[src/rtl/hazard_pkg.sv]
// Shared encodings for the load-use / branch hazard controller.
package hazard_pkg;

  localparam logic [0:0] ST_RUN   = 1'b0;
  localparam logic [0:0] ST_STALL = 1'b1;

  localparam logic [4:0] REG_ZERO = 5'd0;

  function automatic logic stall_cyc_ok(input int n);
    return (n >= 1) && (n <= 3);
  endfunction

endpackage

[src/rtl/hazard_ctrl_if.sv]
// Pipeline-side signal bundle for hazard_ctrl: hazard sources in, stall/flush controls out.
interface hazard_ctrl_if #(
  parameter int CNT_W = 16
);
  logic             IDEX_MemRead;
  logic [4:0]       IDEX_rt;
  logic [4:0]       IFID_rs;
  logic [4:0]       IFID_rt;
  logic             IFID_UsesRt;
  logic             BranchTaken;
  logic             PCWrite;
  logic             IFIDWrite;
  logic             CtrlBubble;
  logic             IFIDFlush;
  logic             IDEXFlush;
  logic             EXMEMFlush;
  logic [CNT_W-1:0] StallCnt;
  logic [CNT_W-1:0] FlushCnt;

  modport master (
    output IDEX_MemRead, IDEX_rt, IFID_rs, IFID_rt, IFID_UsesRt, BranchTaken,
    input  PCWrite, IFIDWrite, CtrlBubble, IFIDFlush, IDEXFlush, EXMEMFlush,
    input  StallCnt, FlushCnt
  );

  modport slave (
    input  IDEX_MemRead, IDEX_rt, IFID_rs, IFID_rt, IFID_UsesRt, BranchTaken,
    output PCWrite, IFIDWrite, CtrlBubble, IFIDFlush, IDEXFlush, EXMEMFlush,
    output StallCnt, FlushCnt
  );
endinterface

[src/rtl/hazard_perf_cnt.sv]
// Saturating event counter with synchronous active-low clear.
module hazard_perf_cnt #(
  parameter int CNT_W = 16
) (
  input  logic             clk,
  input  logic             rst_n,
  input  logic             inc_i,
  output logic [CNT_W-1:0] cnt_o
);

  logic [CNT_W-1:0] cnt_q, cnt_d;

  always_comb begin
    cnt_d = cnt_q;
    if (inc_i && (cnt_q != {CNT_W{1'b1}})) cnt_d = cnt_q + 1'b1;
  end

  always_ff @(posedge clk) begin
    if (!rst_n) cnt_q <= '0;
    else        cnt_q <= cnt_d;
  end

  assign cnt_o = cnt_q;

endmodule

[src/rtl/hazard_ctrl.sv]
// ID/EX hazard controller: load-use stall and MEM-resolved branch flush.
// Optional performance counters are built when HAZARD_PERF_EN is defined.
//
// state | meaning
// RUN   | normal issue; load-use hazards checked each cycle
// STALL | extra bubble cycles after a hazard when STALL_CYC > 1; rem counts down
module hazard_ctrl
  import hazard_pkg::*;
#(
  parameter int STALL_CYC = 1,
  parameter int CNT_W     = 16
) (
  input logic          clk,
  input logic          rst_n,
  hazard_ctrl_if.slave hif
);

  generate
    if (!stall_cyc_ok(STALL_CYC)) begin : g_bad_stall_cyc
      $error("hazard_ctrl: STALL_CYC must be 1..3");
    end
  endgenerate

  logic [0:0] state_q, state_d;
  logic [1:0] rem_q, rem_d;
  logic       hz;

  assign hz = hif.IDEX_MemRead && (hif.IDEX_rt != REG_ZERO) &&
              ((hif.IDEX_rt == hif.IFID_rs) ||
               (hif.IFID_UsesRt && (hif.IDEX_rt == hif.IFID_rt)));

  always_comb begin
    state_d        = state_q;
    rem_d          = rem_q;
    hif.PCWrite    = 1'b1;
    hif.IFIDWrite  = 1'b1;
    hif.CtrlBubble = 1'b0;
    hif.IFIDFlush  = 1'b0;
    hif.IDEXFlush  = 1'b0;
    hif.EXMEMFlush = 1'b0;
    if (!rst_n) begin
      hif.PCWrite    = 1'b0;
      hif.IFIDWrite  = 1'b0;
      hif.CtrlBubble = 1'b1;
      hif.IFIDFlush  = 1'b1;
      hif.IDEXFlush  = 1'b1;
      hif.EXMEMFlush = 1'b1;
      state_d        = ST_RUN;
      rem_d          = 2'd0;
    end else if (hif.BranchTaken) begin
      // the stalled instruction is squashed by the flush, so pending bubbles are dropped
      hif.IFIDFlush  = 1'b1;
      hif.IDEXFlush  = 1'b1;
      hif.EXMEMFlush = 1'b1;
      state_d        = ST_RUN;
      rem_d          = 2'd0;
    end else if (state_q == ST_STALL) begin
      hif.PCWrite    = 1'b0;
      hif.IFIDWrite  = 1'b0;
      hif.CtrlBubble = 1'b1;
      rem_d          = rem_q - 2'd1;
      if (rem_q == 2'd1) state_d = ST_RUN;
    end else if (hz) begin
      hif.PCWrite    = 1'b0;
      hif.IFIDWrite  = 1'b0;
      hif.CtrlBubble = 1'b1;
      if (STALL_CYC > 1) begin
        state_d = ST_STALL;
        rem_d   = 2'(STALL_CYC - 1);
      end
    end
  end

  always_ff @(posedge clk) begin
    if (!rst_n) begin
      state_q <= ST_RUN;
      rem_q   <= 2'd0;
    end else begin
      state_q <= state_d;
      rem_q   <= rem_d;
    end
  end

`ifdef HAZARD_PERF_EN
  logic stall_inc, flush_inc;

  assign stall_inc = rst_n && hif.CtrlBubble && !hif.BranchTaken;
  assign flush_inc = rst_n && hif.BranchTaken;

  hazard_perf_cnt #(.CNT_W(CNT_W)) u_stall_cnt (
    .clk   (clk),
    .rst_n (rst_n),
    .inc_i (stall_inc),
    .cnt_o (hif.StallCnt)
  );

  hazard_perf_cnt #(.CNT_W(CNT_W)) u_flush_cnt (
    .clk   (clk),
    .rst_n (rst_n),
    .inc_i (flush_inc),
    .cnt_o (hif.FlushCnt)
  );
`else
  assign hif.StallCnt = '0;
  assign hif.FlushCnt = '0;
`endif

endmodule

[src/flat_wrapper.sv]
// flat-port wrapper written by rule: the top's interface ports become plain ports
module hazard_ctrl_flat import hazard_pkg::*;
#(
  parameter int STALL_CYC = 1,
  parameter int CNT_W     = 16
)
  (clk, rst_n, hif_IDEX_MemRead, hif_IDEX_rt, hif_IFID_rs, hif_IFID_rt, hif_IFID_UsesRt, hif_BranchTaken, hif_PCWrite, hif_IFIDWrite, hif_CtrlBubble, hif_IFIDFlush, hif_IDEXFlush, hif_EXMEMFlush, hif_StallCnt, hif_FlushCnt);
  hazard_ctrl_if #(.CNT_W(CNT_W)) hif_i ();
  input logic clk;
  input logic rst_n;
  input wire logic [$bits(hif_i.IDEX_MemRead)-1:0] hif_IDEX_MemRead;
  input wire logic [$bits(hif_i.IDEX_rt)-1:0] hif_IDEX_rt;
  input wire logic [$bits(hif_i.IFID_rs)-1:0] hif_IFID_rs;
  input wire logic [$bits(hif_i.IFID_rt)-1:0] hif_IFID_rt;
  input wire logic [$bits(hif_i.IFID_UsesRt)-1:0] hif_IFID_UsesRt;
  input wire logic [$bits(hif_i.BranchTaken)-1:0] hif_BranchTaken;
  output wire logic [$bits(hif_i.PCWrite)-1:0] hif_PCWrite;
  output wire logic [$bits(hif_i.IFIDWrite)-1:0] hif_IFIDWrite;
  output wire logic [$bits(hif_i.CtrlBubble)-1:0] hif_CtrlBubble;
  output wire logic [$bits(hif_i.IFIDFlush)-1:0] hif_IFIDFlush;
  output wire logic [$bits(hif_i.IDEXFlush)-1:0] hif_IDEXFlush;
  output wire logic [$bits(hif_i.EXMEMFlush)-1:0] hif_EXMEMFlush;
  output wire logic [$bits(hif_i.StallCnt)-1:0] hif_StallCnt;
  output wire logic [$bits(hif_i.FlushCnt)-1:0] hif_FlushCnt;
  assign hif_i.IDEX_MemRead = hif_IDEX_MemRead;
  assign hif_i.IDEX_rt = hif_IDEX_rt;
  assign hif_i.IFID_rs = hif_IFID_rs;
  assign hif_i.IFID_rt = hif_IFID_rt;
  assign hif_i.IFID_UsesRt = hif_IFID_UsesRt;
  assign hif_i.BranchTaken = hif_BranchTaken;
  assign hif_PCWrite = hif_i.PCWrite;
  assign hif_IFIDWrite = hif_i.IFIDWrite;
  assign hif_CtrlBubble = hif_i.CtrlBubble;
  assign hif_IFIDFlush = hif_i.IFIDFlush;
  assign hif_IDEXFlush = hif_i.IDEXFlush;
  assign hif_EXMEMFlush = hif_i.EXMEMFlush;
  assign hif_StallCnt = hif_i.StallCnt;
  assign hif_FlushCnt = hif_i.FlushCnt;
  hazard_ctrl #(.STALL_CYC(STALL_CYC), .CNT_W(CNT_W)) u_core (.clk(clk), .rst_n(rst_n), .hif(hif_i));
endmodule
[config.mk]
export PLATFORM = sky130hd
export DESIGN_NAME = hazard_ctrl_flat
export DESIGN_NICKNAME = d
export VERILOG_FILES = /design/src/rtl/hazard_pkg.sv /design/src/rtl/hazard_ctrl_if.sv /design/src/rtl/hazard_perf_cnt.sv /design/src/rtl/hazard_ctrl.sv /design/src/flat_wrapper.sv
export SDC_FILE = /design/constraint.sdc
export NUM_CORES = 1
export LEC_CHECK = 0
export CELL_PAD_IN_SITES_DETAIL_PLACEMENT = 0
export CELL_PAD_IN_SITES_GLOBAL_PLACEMENT = 2
export CORE_ASPECT_RATIO = 1.25
export CORE_UTILIZATION = 24
export CTS_CLUSTER_SIZE = 16
export DETAILED_ROUTE_END_ITERATION = 7
export DONT_BUFFER_PORTS = 1
export GPL_TIMING_DRIVEN = 0
export PLACE_DENSITY = 0.79
export RECOVER_POWER = 25
export SYNTH_ARGS = -nofsm -noshare
export SYNTH_HDL_FRONTEND = slang
export SYNTH_SLANG_ARGS = --single-unit
[constraint.sdc]
create_clock -name clk -period 1.4 [get_ports clk]
set_clock_uncertainty 0.2 [all_clocks]
set_input_delay 0.14 -clock clk [delete_from_list [all_inputs] [get_ports clk]]
set_output_delay 0.14 -clock clk [all_outputs]
set_load 0.005 [all_outputs]
-- Word-level counts from Yosys, hierarchy flattened
Cells that the tools add are included.
- eq/ne operators: 3
- reduce and logical (&&, ||, !) cells: 7
- $mul: 0
- bitwise operators: 2
- shift-type cells: 0
- div/mod/pow operators: 0
- $lt $le $gt $ge: 0
- muxes and demuxes: 11
- $add $sub $neg: 1
- operators with widths (operator ; count):
    2-to-1 mux 1 bit ; 11
    == test 5 bit ; 2
    nonzero test 5 bit ; 1
    logical AND 1 bit ; 3
    OR reduction 3 bit ; 1
    == test 2 x 1 -> 1 bit, second input constant ; 1
    inverter 1 bit ; 2
    OR reduction 2 bit ; 1
    subtractor 2 x 1 -> 2 bit, second input constant ; 1
    logical OR 1 bit ; 1
- register bits: 3
- memory bits (read-only): 0
- bits in latches: 0
- bits in writable memories: 0
- memories: 0
- output and inout bits: 38

-- Depth between registers and ports, before layout
- depth in word-level cells: 8
- gate-level depth with buffers: 5
- gate-level depth less buffers: 4

-- Worst setup path before layout
No wires, ideal clock.
- kind: input to output
- from: input port hif_IDEX_rt[3]
- to: output port hif_PCWrite
- cell stages on the path: 5
- path buffers: 1
- slack: -0.115 ns
- arrival time: 1.175 ns
- path through: xor2_1 > nor4_2 > a32oi_1 > o311a_1 > buf_4
- longest elaborated chain between the ends: 8
- ends and longest elaborated chain (what ; RTL line ; RTL):
    start, declared ; flat_wrapper.sv:12 ; input wire logic [$bits(hif_i.IDEX_rt)-1:0] hif_IDEX_rt;
    == test 5 bit ; hazard_ctrl.sv:30 ; (hif.IFID_UsesRt && (hif.IDEX_rt == hif.IFID_rt)));
    logical AND 1 bit ; hazard_ctrl.sv:30 ;
    logical OR 1 bit ; hazard_ctrl.sv:29 ; ((hif.IDEX_rt == hif.IFID_rs) ||
    logical AND 1 bit * ; hazard_ctrl.sv:28 ; assign hz = hif.IDEX_MemRead && (hif.IDEX_rt != REG_ZERO) &&
    2-to-1 mux 1 bit * (4 in a row) ; -- ;
    end, declared ; flat_wrapper.sv:17 ; output wire logic [$bits(hif_i.PCWrite)-1:0] hif_PCWrite;
Mark *: on every way between the ends. The rest lies on a longest branch, timed or not.

-- Final worst setup path
Same ends and word-level chain as after synthesis.

==> flow_metrics.py <==
metrics = {
    "run_status": {
        "status": "complete, but fails checks",
        "violations": "setup timing",
    },
    "placement": {
        "gp_congestion": 0.624,
        "placed_area_um2": 692,
        "io_buffers": 0,
        "place_hpwl_um": 885,
        "dp_slack_ns": -0.250,
    },
    "power": {
        "p_int_uw": 276,
        "swShare_pct": 26.0,
        "p_comb_share_pct": 36.6,
        "pwr-share-clk_pct": 40.4,
        "power_uw": 373,
        "switchingPower_uw": 97.1,
        "leakage_nw": 0.401,
        "power_frac_seq_pct": 23.1,
        "irDropWorstVdd_v": 0.000259,
        "powerDensity_nw_per_um2": 512,
    },
    "route": {
        "vias": 415,
        "post_drt_wl_per_cell_um": 7.01,
        "firstDrtPassIters": 4,
        "drcViolationCount": 0,
        "ant_nets": 0,
        "dr.first_iter.drc_count": 2,
        "viasPerCell": 3.14,
        "routed_wl_um": 925,
    },
    "clocking": {
        "clk_pin_slew_ns": 0.04,
        "post_cts.repair.setup_buffers": 0,
        "clock_sinks": 3,
        "h-tree-depth": 1,
        "clk_latency_ns": 0.23,
        "hold_buffers": 1,
        "max-clock-path-buffers": 2,
        "cts-root-buf": "clkbuf_4",
        "cts_tree": "yes",
        "numCtsBuffers": 3,
    },
    "setup_path": {
        "cp.required_ns": 1.06,
        "slowest_delay_ns": 0.39,
        "r2r_cells": 4,
        "timing.critical_path.cells": "xor2_1 > nor4_2 > a32oi_1 > o311a_1 > buf_4",
        "rrSetupSlack_ns": 0.28,
        "crit_slowest_cell": "o311a_1",
        "start_kind": "primary input",
        "worstPathArrival_ns": 1.31,
        "end_kind": "primary output",
        "cp_max_fo": 3,
        "r2r_end": "u_core.rem_q[1]",
        "path_class": "primary input to primary output",
        "crit-reg2reg-launch": "u_core.rem_q[1]",
    },
    "yosys": {
        "synth_area_um2": 538,
        "synth_edf_count": 0,
        "synth_top_area_share_pct": 48.8,
        "synthArstFlopShare_pct": 0,
        "avgSynthCellArea_um2": 8.15,
        "synthCells": 66,
        "yosysSeqAreaShare_pct": 11.2,
        "yosysUniqueCellTypes": 18,
        "synth_top_area_cell": "buf_4",
        "synth.area.top_cells": "buf_4 49%, xor2_1 15%, dfxtp_1 11%",
        "ys_warn_count": 0,
        "ys_ff_latch": 3,
        "ys.flop_type": "dfxtp_1",
    },
    "die": {
        "fp.dieW_um": 44.4,
        "start_util_pct": 26.3,
        "placement_rows": 18,
        "core_um2": 2050,
        "io_pins": 58,
        "design.die.area_um2": 2440,
        "die_y_um": 54.9,
    },
    "sta": {
        "grt_setup_unrepaired": "yes",
        "timing.fmax_mhz": 606,
        "slew_violations": 0,
        "setup_violations": 3,
        "finalWorstSetupSlack_ns": -0.250,
        "fin_crit_sh_pct": 118,
        "hold_viol": 0,
        "layout_min_cycle_time_ns": 1.65,
    },
    "layout": {
        "layout_common_cells": "35 x buf_4, 32 x conb_1, 9 x xor2_1",
        "mostFrequentLayoutCell": "buf_4",
        "drive_above_1_share_pct": 38.2,
        "area.growth.synth_to_final_pct": 35.3,
        "antenna_cells": 0,
        "nets": 124,
        "final_area_um2": 728,
        "fin_util_pct": 35.5,
    },
    "min_path": {
        "min_delay_worst_endpoint": "u_core.state_q",
        "min_path_type": "primary input to flip-flop",
        "hold_start": "hif_BranchTaken",
        "holdPathStages": 2,
    },
    "run": {
        "cap_violations": 0,
    },
    "global_routing": {
        "first_global_vias": 352,
        "grt_pass1_wl_um": 1300,
        "gr-total-overflow": 0,
        "antenna_found_initial": 0,
        "grtUsageTotal_pct": 7.77,
        "grt_max_degree": 7,
    },
}
==> metal layers <==
metal	track usage, %	vias to the layer above	wire length, µm
met4	6.06	0	11
li1	-	221	-
met3	2.60	2	141
met5	0	-	0
met2	12.0	38	425
met1	8.75	154	346
==> logic make-up (layout without fill, tap and decap cells) <==
logic type | Yosys count | in the layout | share of synthesized area (%)
compound gates | 4 | 4 | 6.05
xor+xnor | 11 | 11 | 17.9
fa+ha+maj | 1 | 1 | 2.33
buf+inv | 36 | 41 | 49.5
flops | 3 | 3 | 11.2
mux | 1 | 1 | 1.86
other cells | 1 | 32 | 0.697
simple gates | 9 | 9 | 10.5
==> worst max-delay path by stage <==
stage / start / cells after the start / end
global placement: hif_IDEX_rt[3] / 5 / hif_PCWrite
finish: hif_IDEX_rt[3] / 5 / hif_PCWrite
CTS: hif_IDEX_rt[2] / 5 / hif_PCWrite
global route: hif_IDEX_rt[3] / 5 / hif_PCWrite
detailed placement: hif_IDEX_rt[3] / 5 / hif_PCWrite
floorplan: hif_IDEX_rt[3] / 5 / hif_PCWrite
==> power groups by stage <==
| stage | clock network [mW] | registers [mW] | logic, mW |
|---|---|---|---|
| 6_report | 0.151 | 0.0860 | 0.136 |
| 3_3_place_gp | 0 | 0.0872 | 0.129 |
| 5_1_grt | 0.168 | 0.0858 | 0.153 |
| 2_1_floorplan | 0 | 0.0872 | 0.125 |
| 3_5_place_dp | 0 | 0.0872 | 0.130 |
| 4_1_cts | 0.160 | 0.0859 | 0.133 |
==> through the flow <==
stage                     setup TNS [ns]  hold slack (ns)  cells
after floorplan                   -0.115            0.143     97
after global placement            -0.406            0.152    127
after detailed placement          -0.443            0.160    127
after CTS                         -0.431           0.0291    132
after global routing              -0.676           0.0593    132
final                             -0.435           0.0330    132
==> flip-flops by register name (all words and copies together), names as in the netlist <==
name,count
u_core.state_q,1
u_core.rem_q,2
==> final cells by class <==
cell class / instances / area, µm²
Buffer: 35 / 263
Clock buffer: 4 / 26.3
Fill cell: 220 / 1320
Inverter: 1 / 3.75
Multi-Input combinational cell: 58 / 328
Sequential cell: 3 / 60.1
Tap cell: 30 / 37.5
Timing Repair Buffer: 1 / 10.0
==> worst max-delay path, delay by kind of cell <==
kind,cells,cell delay (ns)
compound gates,2,0.56
simple gates,1,0.32
buf+inv,1,0.15
xor+xnor,1,0.15
==> cells in the mapped netlist, types with 2 or more instances <==
| master | instances |
|---|---|
| nand2b_1 | 2 |
| nor2_1 | 3 |
| dfxtp_1 | 3 |
| buf_4 | 35 |
| xor2_1 | 9 |
| xnor2_1 | 2 |
==> repair_timing <==
item,in CTS,in global routing
pin swaps,2,2
hold endpoints to repair,2,3
gates resized for setup,0,1
setup endpoints to repair,3,5
Power figures use the tool's default switching activity.
